## config.mk

```make
export PLATFORM = sky130hd
export DESIGN_NAME = temp_display_sequencer_flat
export DESIGN_NICKNAME = d
export VERILOG_FILES = /design/src/rtl/temp_display_sequencer_if.sv /design/src/rtl/temp_display_sequencer.sv /design/src/flat_wrapper.sv
export SDC_FILE = /design/constraint.sdc
export NUM_CORES = 1
export LEC_CHECK = 0
export ABC_AREA = 1
export CAP_MARGIN = 20
export CORE_MARGIN = 4
export CORE_UTILIZATION = 56
export DETAILED_ROUTE_END_ITERATION = 16
export PLACE_DENSITY_LB_ADDON = 0.12
export SETUP_SLACK_MARGIN = 0.3
export SYNTH_ARGS = -nofsm -noshare
export SYNTH_HDL_FRONTEND = slang
export SYNTH_SLANG_ARGS = --single-unit
```

## constraint.sdc

```tcl
create_clock -name clk -period 3.4 [get_ports clk]
set_input_delay 0.85 -clock clk [delete_from_list [all_inputs] [get_ports clk]]
set_output_delay 0.85 -clock clk [all_outputs]
set_load 0.01 [all_outputs]
```

## src/rtl/temp_display_sequencer_if.sv

```systemverilog
// Sample handshake plus the four published display character codes of the
// temperature display sequencer; the averaging datapath/register bank side is the master.
interface temp_display_sequencer_if #(
    parameter int DATA_W = 11,
    parameter int CHAR_W = 9
);
    logic signed [DATA_W-1:0] sample;
    logic                     sample_valid;
    logic                     sample_ready;
    logic                     busy;
    logic [CHAR_W-1:0]        signo;
    logic [CHAR_W-1:0]        digito3;
    logic [CHAR_W-1:0]        digito2;
    logic [CHAR_W-1:0]        digito1;
    logic                     update_pulse;
    logic                     ovf;

    modport master (
        output sample, sample_valid,
        input  sample_ready, busy, signo, digito3, digito2, digito1, update_pulse, ovf
    );

    modport slave (
        input  sample, sample_valid,
        output sample_ready, busy, signo, digito3, digito2, digito1, update_pulse, ovf
    );
endinterface

```

## src/rtl/temp_display_sequencer.sv

```systemverilog
// Converts a signed temperature average to sign/hundreds/tens/units display codes
// via bit-serial double dabble, with leading-zero blanking and atomic publish.
module temp_display_sequencer #(
    parameter int                DATA_W     = 11,
    parameter int                CHAR_W     = 9,
    parameter logic [CHAR_W-1:0] BLANK      = 9'h120,
    parameter logic [CHAR_W-1:0] MINUS      = 9'h12D,
    parameter logic [CHAR_W-1:0] DIGIT_BASE = 9'h130
) (
    input  logic                      clk,
    input  logic                      rst,
    temp_display_sequencer_if.slave   bus
);

    localparam int CNT_W = (DATA_W > 1) ? $clog2(DATA_W) : 1;
    localparam logic [CNT_W-1:0] LAST_BIT = CNT_W'(DATA_W - 1);

    typedef enum logic [1:0] {
        S_IDLE,
        S_CONV,
        S_COMMIT
    } state_e;

    state_e              state_q, state_d;
    logic [CNT_W-1:0]    cnt_q, cnt_d;
    logic [DATA_W-1:0]   mag_q, mag_d;
    logic                neg_q, neg_d;
    logic [15:0]         bcd_q, bcd_d;
    logic [CHAR_W-1:0]   signo_q, signo_d;
    logic [CHAR_W-1:0]   digito3_q, digito3_d;
    logic [CHAR_W-1:0]   digito2_q, digito2_d;
    logic [CHAR_W-1:0]   digito1_q, digito1_d;
    logic                ovf_q, ovf_d;
    logic                update_q, update_d;

    logic                ready;
    logic                sat;
    logic [3:0]          pub_h, pub_t, pub_u;

    // One double-dabble step: correct every digit >= 5, then shift in the next magnitude bit.
    function automatic logic [15:0] bcd_step(input logic [15:0] b, input logic in_bit);
        logic [15:0] adj;
        adj = b;
        for (int i = 0; i < 4; i++) begin
            if (adj[i*4 +: 4] >= 4'd5) adj[i*4 +: 4] = adj[i*4 +: 4] + 4'd3;
        end
        return {adj[14:0], in_bit};
    endfunction

    function automatic logic [CHAR_W-1:0] digit_code(input logic [3:0] d);
        return DIGIT_BASE + CHAR_W'(d);
    endfunction

    assign ready = (state_q == S_IDLE) && !rst;

    always_comb begin : publish_digits
        sat   = (bcd_q[15:12] != 4'd0);
        pub_h = sat ? 4'd9 : bcd_q[11:8];
        pub_t = sat ? 4'd9 : bcd_q[7:4];
        pub_u = sat ? 4'd9 : bcd_q[3:0];
    end

    always_comb begin : next_state
        // NOTE: every target gets its hold value first so no path leaves it unassigned (no latch).
        state_d   = state_q;
        cnt_d     = cnt_q;
        mag_d     = mag_q;
        neg_d     = neg_q;
        bcd_d     = bcd_q;
        signo_d   = signo_q;
        digito3_d = digito3_q;
        digito2_d = digito2_q;
        digito1_d = digito1_q;
        ovf_d     = ovf_q;
        update_d  = 1'b0;

        unique case (state_q)
            S_IDLE: begin
                if (bus.sample_valid && ready) begin
                    neg_d   = bus.sample[DATA_W-1];
                    // Unsigned negate in DATA_W bits so the most negative code maps to its magnitude.
                    mag_d   = bus.sample[DATA_W-1] ? (~bus.sample + 1'b1) : bus.sample;
                    bcd_d   = '0;
                    cnt_d   = '0;
                    state_d = S_CONV;
                end
            end
            S_CONV: begin
                bcd_d = bcd_step(bcd_q, mag_q[DATA_W-1]);
                mag_d = mag_q << 1;
                cnt_d = cnt_q + 1'b1;
                if (cnt_q == LAST_BIT) state_d = S_COMMIT;
            end
            S_COMMIT: begin
                signo_d   = neg_q ? MINUS : BLANK;
                digito3_d = (pub_h == 4'd0) ? BLANK : digit_code(pub_h);
                digito2_d = (pub_h == 4'd0 && pub_t == 4'd0) ? BLANK : digit_code(pub_t);
                digito1_d = digit_code(pub_u);
                ovf_d     = sat;
                update_d  = 1'b1;
                state_d   = S_IDLE;
            end
            default: state_d = S_IDLE;
        endcase
    end

    always_ff @(posedge clk) begin : regs
        // NOTE: state registers use non-blocking assignment so every flop samples pre-edge values.
        if (rst) begin
            state_q   <= S_IDLE;
            cnt_q     <= '0;
            mag_q     <= '0;
            neg_q     <= 1'b0;
            bcd_q     <= '0;
            signo_q   <= BLANK;
            digito3_q <= BLANK;
            digito2_q <= BLANK;
            digito1_q <= BLANK;
            ovf_q     <= 1'b0;
            update_q  <= 1'b0;
        end else begin
            state_q   <= state_d;
            cnt_q     <= cnt_d;
            mag_q     <= mag_d;
            neg_q     <= neg_d;
            bcd_q     <= bcd_d;
            signo_q   <= signo_d;
            digito3_q <= digito3_d;
            digito2_q <= digito2_d;
            digito1_q <= digito1_d;
            ovf_q     <= ovf_d;
            update_q  <= update_d;
        end
    end

    assign bus.sample_ready = ready;
    assign bus.busy         = (state_q != S_IDLE);
    assign bus.signo        = signo_q;
    assign bus.digito3      = digito3_q;
    assign bus.digito2      = digito2_q;
    assign bus.digito1      = digito1_q;
    assign bus.update_pulse = update_q;
    assign bus.ovf          = ovf_q;

endmodule

```

## src/flat_wrapper.sv

```systemverilog
// flat-port wrapper written by rule: the top's interface ports become plain ports
module temp_display_sequencer_flat 
#(
    parameter int                DATA_W     = 11,
    parameter int                CHAR_W     = 9,
    parameter logic [CHAR_W-1:0] BLANK      = 9'h120,
    parameter logic [CHAR_W-1:0] MINUS      = 9'h12D,
    parameter logic [CHAR_W-1:0] DIGIT_BASE = 9'h130
)
  (clk, rst, bus_sample, bus_sample_valid, bus_sample_ready, bus_busy, bus_signo, bus_digito3, bus_digito2, bus_digito1, bus_update_pulse, bus_ovf);
  temp_display_sequencer_if #(.DATA_W(DATA_W), .CHAR_W(CHAR_W)) bus_i ();
  input  logic clk;
  input  logic rst;
  input wire logic [$bits(bus_i.sample)-1:0] bus_sample;
  input wire logic [$bits(bus_i.sample_valid)-1:0] bus_sample_valid;
  output wire logic [$bits(bus_i.sample_ready)-1:0] bus_sample_ready;
  output wire logic [$bits(bus_i.busy)-1:0] bus_busy;
  output wire logic [$bits(bus_i.signo)-1:0] bus_signo;
  output wire logic [$bits(bus_i.digito3)-1:0] bus_digito3;
  output wire logic [$bits(bus_i.digito2)-1:0] bus_digito2;
  output wire logic [$bits(bus_i.digito1)-1:0] bus_digito1;
  output wire logic [$bits(bus_i.update_pulse)-1:0] bus_update_pulse;
  output wire logic [$bits(bus_i.ovf)-1:0] bus_ovf;
  assign bus_i.sample = bus_sample;
  assign bus_i.sample_valid = bus_sample_valid;
  assign bus_sample_ready = bus_i.sample_ready;
  assign bus_busy = bus_i.busy;
  assign bus_signo = bus_i.signo;
  assign bus_digito3 = bus_i.digito3;
  assign bus_digito2 = bus_i.digito2;
  assign bus_digito1 = bus_i.digito1;
  assign bus_update_pulse = bus_i.update_pulse;
  assign bus_ovf = bus_i.ovf;
  temp_display_sequencer #(.DATA_W(DATA_W), .CHAR_W(CHAR_W), .BLANK(BLANK), .MINUS(MINUS), .DIGIT_BASE(DIGIT_BASE)) u_core (.clk(clk), .rst(rst), .bus(bus_i));
endmodule
```

==> results of run 1 <==
## flip-flops by register name, indices dropped and copies added (netlist names)
name	flops
u_core.bcd_q	16
u_core.mag_q	11
u_core.bus.digito1	5
u_core.bus.digito2	5
u_core.bus.digito3	5
u_core.cnt_q	4
u_core.state_q	2
u_core.bus.ovf	1
u_core.bus.signo	1
u_core.bus.update_pulse	1
u_core.neg_q	1
## power groups by stage
stage | logic [µW] | clock network (µW) | registers [µW]
6_report | 147 | 361 | 629
5_1_grt | 166 | 391 | 631
4_1_cts | 148 | 373 | 629
3_5_place_dp | 148 | 0 | 644
3_3_place_gp | 145 | 0 | 643
2_1_floorplan | 127 | 0 | 642
## through the flow
| stage | area, µm² | worst slack [ns] | total power [µW] | hold slack [ns] | utilization (%) |
|---|---|---|---|---|---|
| after floorplan | 2870 | 1.20 | 769 | 0.437 | - |
| after global placement | 3080 | 0.573 | 789 | 0.452 | 64.4 |
| after detailed placement | 3080 | 0.539 | 791 | 0.454 | 64.4 |
| after CTS | 3170 | 0.586 | 1150 | 0.469 | 66.3 |
| after global routing | 3170 | 0.537 | 1190 | 0.493 | 66.3 |
| final | 3170 | 0.600 | 1140 | 0.466 | 66.3 |
## worst max-delay path: cells and delay by family
family	cells	cell delay, ns
buf+inv	2	0.98
simple gates	1	0.12
## worst paths after layout
| kind | end | slack (ns) | depth (start not counted) |
|---|---|---|---|
| setup reg to reg | u_core.mag_q[10]$_SDFFE_PP0P_ | 1.78 | 8 |
| hold / removal | u_core.bus.digito2[2]$_SDFFE_PP0P_ | 0.47 | 2 |
| setup / recovery | bus_sample_ready | 0.60 | 3 |
| hold reg to reg | u_core.bus.digito2[2]$_SDFFE_PP0P_ | 0.47 | 2 |
## kinds of logic after synthesis
| kind of cell | share of synthesized area, % |
|---|---|
| simple gates | 25.8 |
| buf+inv | 15.6 |
| flops | 37.0 |
| other cells | 0.267 |
| fa+ha+maj | 5.34 |
| xor+xnor | 0.934 |
| compound gates | 15.1 |
## area by class of cell
type | count | area [µm²] | share of cell area [%]
Multi-Input combinational cell | 276 | 1400 | 43.9
Sequential cell | 52 | 1040 | 32.8
Timing Repair Buffer | 36 | 358 | 11.3
Inverter | 53 | 206 | 6.50
Clock buffer | 8 | 90.1 | 2.84
Tap cell | 67 | 83.8 | 2.64
## metal layers
metal / GRT usage (%) / part of all wire [%] / vias to the layer above / wire [µm]
met3: 3.63 / 5.0 / 8 / 285
met5: 0 / 0 / - / 0
met1: 25.1 / 47 / 1107 / 2700
met4: 6.01 / 1.1 / 0 / 65
li1: - / - / 1294 / -
met2: 31.1 / 46 / 52 / 2630
## cell usage after synthesis, drive strengths merged
master,number
nand2,91
dfxtp,52
inv,52
nor2,39
a21oi,37
nand3,28
buf,27
o21ai,27
ha,12
clkbuf,5
nand4,5
o221ai,4
a31oi,3
xor2,3
conb,2
nor3,2
o22ai,2
a211oi,1
a22oi,1
clkinv,1
nand3b,1
o211ai,1
o32ai,1
==> out/qor.log, run 1 <==
INFO  critical_path  critical-path-slowest-cell=clkdlybuf4s50_1
INFO  drt            route.antenna.remaining_nets=0
INFO  floorplan      rows=25
INFO  critical_path  crit_top_cell=clkdlybuf4s50_1
INFO  run_status     outcome=finished, final reports clean
INFO  sta            max_freq=0.357GHz
INFO  final_layout   antenna_cells=0
INFO  power          power_per_cell_area=358nW/µm²
INFO  sta            final.period_utilization=82.4%
INFO  critical_path  worstPathRequired=2.55ns
INFO  final_layout   finish.cell_count_without_fillers=492
INFO  power          comb_power_share=12.9%
INFO  clocking       cts_tree=yes
INFO  drt            vias=2461
INFO  logic_synthesis synth.avg_cell_area=7.09µm²
INFO  clocking       clk-insertion-delay-late=0.31ns
INFO  final_layout   most-common-layout-cells=89 x nand2_1, 52 x dfxtp_1, 47 x inv_1, 37 x nor2_1
INFO  drt            postRouteWirelength=5680µm
INFO  placed_design  portBuffers=35
INFO  placed_design  finalWeightedCongestion=0.868
INFO  clocking       root_buffer=clkbuf_8
INFO  power          static-leakage-power=0.00129µW
INFO  sta            timing.final.hold_violations=0
INFO  global_route   antenna_violations_before_repair=0
INFO  drt            drt-vias-per-instance=5.00
INFO  global_route   global_route.usage.total=18.9%
INFO  clocking       cts_post_setup_buffers_inserted=0
INFO  sta            final-max-slew-violation-count=0
INFO  logic_synthesis yosys.cell_types.count=34
INFO  clocking       clock_sink_count=52
INFO  drt            drt_pre_antenna_iters=4
INFO  sta            setup_viol=0
INFO  worst_hold_path worst_hold_path_type=flip-flop to flip-flop
INFO  critical_path  critical_path.max_stage_delay=0.54ns
INFO  sta            worstMarginPinSlew=0.585ns
INFO  power          power_frac_clock=31.7%
INFO  logic_synthesis netlist_instances=397
INFO  floorplan      horizontal_extent_of_the_die=78.9µm
INFO  floorplan      core-area=4790µm²
INFO  logic_synthesis synth_top_cells_by_area=dfxtp_1 37%, nand2_1 12%, inv_1 6.3%, a21oi_1 6.2%, buf_4 5.6%
INFO  final_layout   post_route_cells_drive_above_1_share=4.47%
INFO  logic_synthesis ys_seq_elements=52
INFO  clocking       clk_pin_slew=0.09ns
INFO  drt            drtIter0Drc=184
INFO  placed_design  place.detailed.instances=484
INFO  clocking       cts_inserted_buffers=5
INFO  critical_path  worst_ep_arrival_time=1.95ns
INFO  critical_path  crit-reg2reg-launch=u_core.state_q[0]$_SDFFE_PP0P_
INFO  flow_run       max_cap_violations=0
INFO  global_route   grt_pass1_vias=2206
INFO  sta            worst_skew=0.00920ns
INFO  critical_path  cp_max_fo=2
INFO  sta            final.setup.tns=0ns
INFO  power          netSwitchingFraction=26.4%
INFO  power          proportion_of_power_drawn_by_flip_flops_and_latches=55.3%
INFO  clocking       post_cts_hold_buffer_count=0
INFO  final_layout   layout.cells.most_common=nand2_1
INFO  floorplan      fp.dieH=78.9µm
INFO  logic_synthesis synth_area=2810µm²
INFO  placed_design  hpwl_reported_at_the_end_of_detailed_placement=4150µm
INFO  clocking       ctsResizeCount=0
INFO  critical_path  worst_setup_path_startpoint=rst
INFO  power          vdd_ir_drop_max=0.000299V
INFO  sta            slew_headroom=60.9%
INFO  critical_path  endpoint_type_of_the_worst_setup_path=output port
INFO  clocking       ctsHtreeMaxLevel=2
INFO  sta            rsz0062_at_grt=no
INFO  floorplan      initial_core_util=58.8%
INFO  global_route   grt_pass1_wl=9560µm
INFO  floorplan      die-area=6220µm²
INFO  sta            layout_min_cycle_time=2.80ns
INFO  critical_path  startpoint_type=input pin
INFO  critical_path  crit_chain=clkdlybuf4s50_1, nor2_1, clkdlybuf4s50_1
INFO  power          internal-power=837µW
INFO  critical_path  worstSetupPathType=input pin to output port
INFO  logic_synthesis synth_seq_area_share=37.0%
INFO  logic_synthesis cell_type_with_the_highest_aggregate_area_in_the_netlist=dfxtp_1
INFO  worst_hold_path worst_hold_startpoint=u_core.bus.digito2[2]$_SDFFE_PP0P_
INFO  final_layout   filler_cell_count_in_the_final_layout=437
INFO  final_layout   syn_to_final_growth=12.8%
INFO  logic_synthesis synth_largest_type_area_fraction=37.0%
INFO  drt            drc_errors=0
INFO  power          p_switching=301µW
INFO  drt            detail_route.wl_per_cell=11.5µm
INFO  global_route   grt_overflow_total=0
INFO  floorplan      pin_count=54
INFO  logic_synthesis yosys_warnings=0
INFO  clocking       cts-root-to-sink-buffers=2
INFO  final_layout   finalNetCount=450
INFO  global_route   grt_max_degree=37
Power figures use the tool's default switching activity.
==> inputs of run 2 (changes only) <==
--- a/config.mk
+++ b/config.mk
@@ -8,7 +8,7 @@
 export ABC_AREA = 1
 export CAP_MARGIN = 20
 export CORE_MARGIN = 4
-export CORE_UTILIZATION = 56
+export CORE_UTILIZATION = 52
 export DETAILED_ROUTE_END_ITERATION = 16
 export PLACE_DENSITY_LB_ADDON = 0.12
 export SETUP_SLACK_MARGIN = 0.3
==> constraint.sdc (replaced) <==
create_clock -name clk -period 2.9 [get_ports clk]
set_input_delay 0.725 -clock clk [delete_from_list [all_inputs] [get_ports clk]]
set_output_delay 0.725 -clock clk [all_outputs]
set_load 0.01 [all_outputs]
==> run 2 against run 1 <==
Net effect:
- core utilization shrank 4.8 points
- clock-buffer cell count shrank 2
- flip-flop and latch count is the same
- via count grew 1.4%
- worst setup slack gained 0.029 ns
- non-clock buffer count grew 2
- sequential share of layout area shrank 0.090 points
- clock skew shrank 0.0054 ns
- clock power grew 6.9%
- largest power group unchanged
- highest routed layer unchanged
==> out/qor.log, run 2 (same netlist as run 1, synthesis figures left out) <==
INFO  sta            final-max-slew-violation-count=0
INFO  sta            rsz0062_at_grt=no
INFO  placed_design  finalWeightedCongestion=0.840
INFO  power          power_per_cell_area=408nW/µm²
INFO  worst_hold_path worst_hold_path_type=flip-flop to flip-flop
INFO  power          comb_power_share=13.5%
INFO  drt            drt-vias-per-instance=5.03
INFO  final_layout   top_register=u_core.bcd_q
INFO  final_layout   syn_to_final_growth=13.1%
INFO  critical_path  worst_ep_arrival_time=2.45ns
INFO  global_route   grt_pass1_vias=2287
INFO  power          internal-power=952µW
INFO  flow_run       max_cap_violations=0
INFO  floorplan      core-area=5170µm²
INFO  floorplan      die-area=6650µm²
INFO  clocking       post_cts_hold_buffer_count=0
INFO  global_route   grt_overflow_total=0
INFO  power          p_switching=347µW
INFO  final_layout   filler_cell_count_in_the_final_layout=502
INFO  critical_path  cp_max_fo=36
INFO  run_status     outcome=finished, final reports clean
INFO  clocking       cts_post_setup_buffers_inserted=0
INFO  sta            holdWs=0.468ns
INFO  final_layout   largest_registers=u_core.bcd_q (16), u_core.mag_q (11)
INFO  drt            postRouteWirelength=5670µm
INFO  final_layout   largest_register_ffs=16
INFO  global_route   antenna_violations_before_repair=0
INFO  final_layout   antenna_cells=0
INFO  global_route   grt_pass1_wl=9920µm
INFO  clocking       root_buffer=clkbuf_8
INFO  drt            detail_route.wl_per_cell=11.4µm
INFO  drt            drc_errors=0
INFO  sta            worst_skew=0.00378ns
INFO  power          netSwitchingFraction=26.7%
INFO  global_route   global_route.usage.total=18.9%
INFO  placed_design  portBuffers=35
INFO  clocking       cts_inserted_buffers=5
INFO  sta            timing.final.hold_violations=0
INFO  sta            final.setup.tns=0ns
INFO  drt            drt_pre_antenna_iters=4
INFO  clocking       ctsHtreeMaxLevel=2
INFO  final_layout   finalNetCount=452
INFO  sta            setup_viol=0
INFO  sta            layout_min_cycle_time=2.27ns
INFO  final_layout   post_route_cells_drive_above_1_share=4.93%
INFO  critical_path  worstPathRequired=3.08ns
INFO  drt            drtIter0Drc=99
INFO  drt            vias=2495
INFO  sta            max_freq=0.440GHz
INFO  final_layout   layout.cells.most_common=nand2_1
INFO  critical_path  startpoint_type=input pin
INFO  power          vdd_ir_drop_max=0.000240V
INFO  floorplan      pin_count=54
INFO  floorplan      fp.dieH=81.6µm
INFO  floorplan      horizontal_extent_of_the_die=81.6µm
INFO  power          power_frac_clock=29.7%
INFO  final_layout   layout.cell_area.non_filler=3180µm²
INFO  clocking       cts-root-to-sink-buffers=2
INFO  final_layout   most-common-layout-cells=89 x nand2_1, 52 x dfxtp_1, 47 x inv_1, 37 x nor2_1, 35 x a21oi_1
INFO  placed_design  placed_cell_area=3100µm²
INFO  clocking       clock_sink_count=52
INFO  clocking       clk-insertion-delay-late=0.30ns
INFO  clocking       cts_tree=yes
INFO  placed_design  hpwl_reported_at_the_end_of_detailed_placement=4070µm
INFO  sta            final.period_utilization=78.3%
INFO  power          proportion_of_power_drawn_by_flip_flops_and_latches=56.8%
INFO  floorplan      rows=26
INFO  power          static-leakage-power=0.00131µW
INFO  critical_path  worstSetupPathType=input pin to flip-flop
INFO  critical_path  endpoint_type_of_the_worst_setup_path=flip-flop
INFO  clocking       clk_pin_slew=0.08ns
INFO  floorplan      initial_core_util=54.4%
INFO  drt            route.antenna.remaining_nets=0
INFO  clocking       ctsResizeCount=0
INFO  global_route   grt_max_degree=37
[run 2: cell types whose count changed in the layout (fill, tap and decap cells not counted)]
| cell | delta |
|---|---|
| buf_4 | +2 |
| clkbuf_1 | -1 |
| clkbuf_8 | -1 |
| clkdlybuf4s50_1 | -1 |
| clkinv_2 | +1 |
| dlymetal6s2s_1 | +1 |
[run 2: critical path: stages]
cell and delay, ns:
clkdlybuf4s50_1 0.49, buf_4 0.39, inv_4 0.07, nand4_4 0.15, clkinv_1 0.28, a22oi_1 0.25, a21oi_1 0.08
[run 2: metrics by stage]
step           utilization [%]  total power [µW]  std cells  worst slack [ns]
2_1_floorplan                -               902        413             0.948
3_3_place_gp              60.0               927        489             0.360
3_5_place_dp              60.0               930        489             0.324
4_1_cts                   61.5              1320        496             0.362
5_1_grt                   61.5              1370        496             0.507
6_report                  61.5              1300        496             0.629
[run 2: layout make-up]
| class | instances | area [µm²] | share of cell area (%) |
|---|---|---|---|
| clock inverter | 1 | 5.00 | 0.157 |
| timing repair buffer | 38 | 375 | 11.8 |
| inverter | 53 | 206 | 6.49 |
| multi-input combinational | 276 | 1400 | 43.8 |
| tap | 70 | 87.6 | 2.75 |
| sequential | 52 | 1040 | 32.7 |
| clock buffer | 6 | 72.6 | 2.28 |
[run 2: worst paths after layout]
path / from / endpoint / slack, ns / cells past startpoint
setup / recovery: rst / u_core.mag_q[1]$_SDFFE_PP0P_ / 0.63 / 7
hold / removal: u_core.neg_q$_SDFFE_PP0P_ / u_core.neg_q$_SDFFE_PP0P_ / 0.47 / 2
setup reg to reg: u_core.state_q[0]$_SDFFE_PP0P_ / u_core.mag_q[10]$_SDFFE_PP0P_ / 1.27 / 8
hold reg to reg: u_core.neg_q$_SDFFE_PP0P_ / u_core.neg_q$_SDFFE_PP0P_ / 0.47 / 2
[run 2: power by group through the flow]
stage / Clock (µW) / Combinational (µW) / Sequential [µW]
floorplan: 0 / 149 / 753
global placement: 0 / 173 / 754
detailed placement: 0 / 176 / 754
CTS: 404 / 176 / 738
global route: 430 / 199 / 740
finish: 386 / 175 / 738
[run 2: metal layers]
metal | vias to the layer above | track usage, % | share of wire [%]
li1 | 1300 | - | -
met1 | 1142 | 22.5 | 46
met4 | 0 | 8.11 | 1.9
met2 | 45 | 33.0 | 48
met3 | 8 | 3.62 | 4.0
met5 | - | 0 | 0
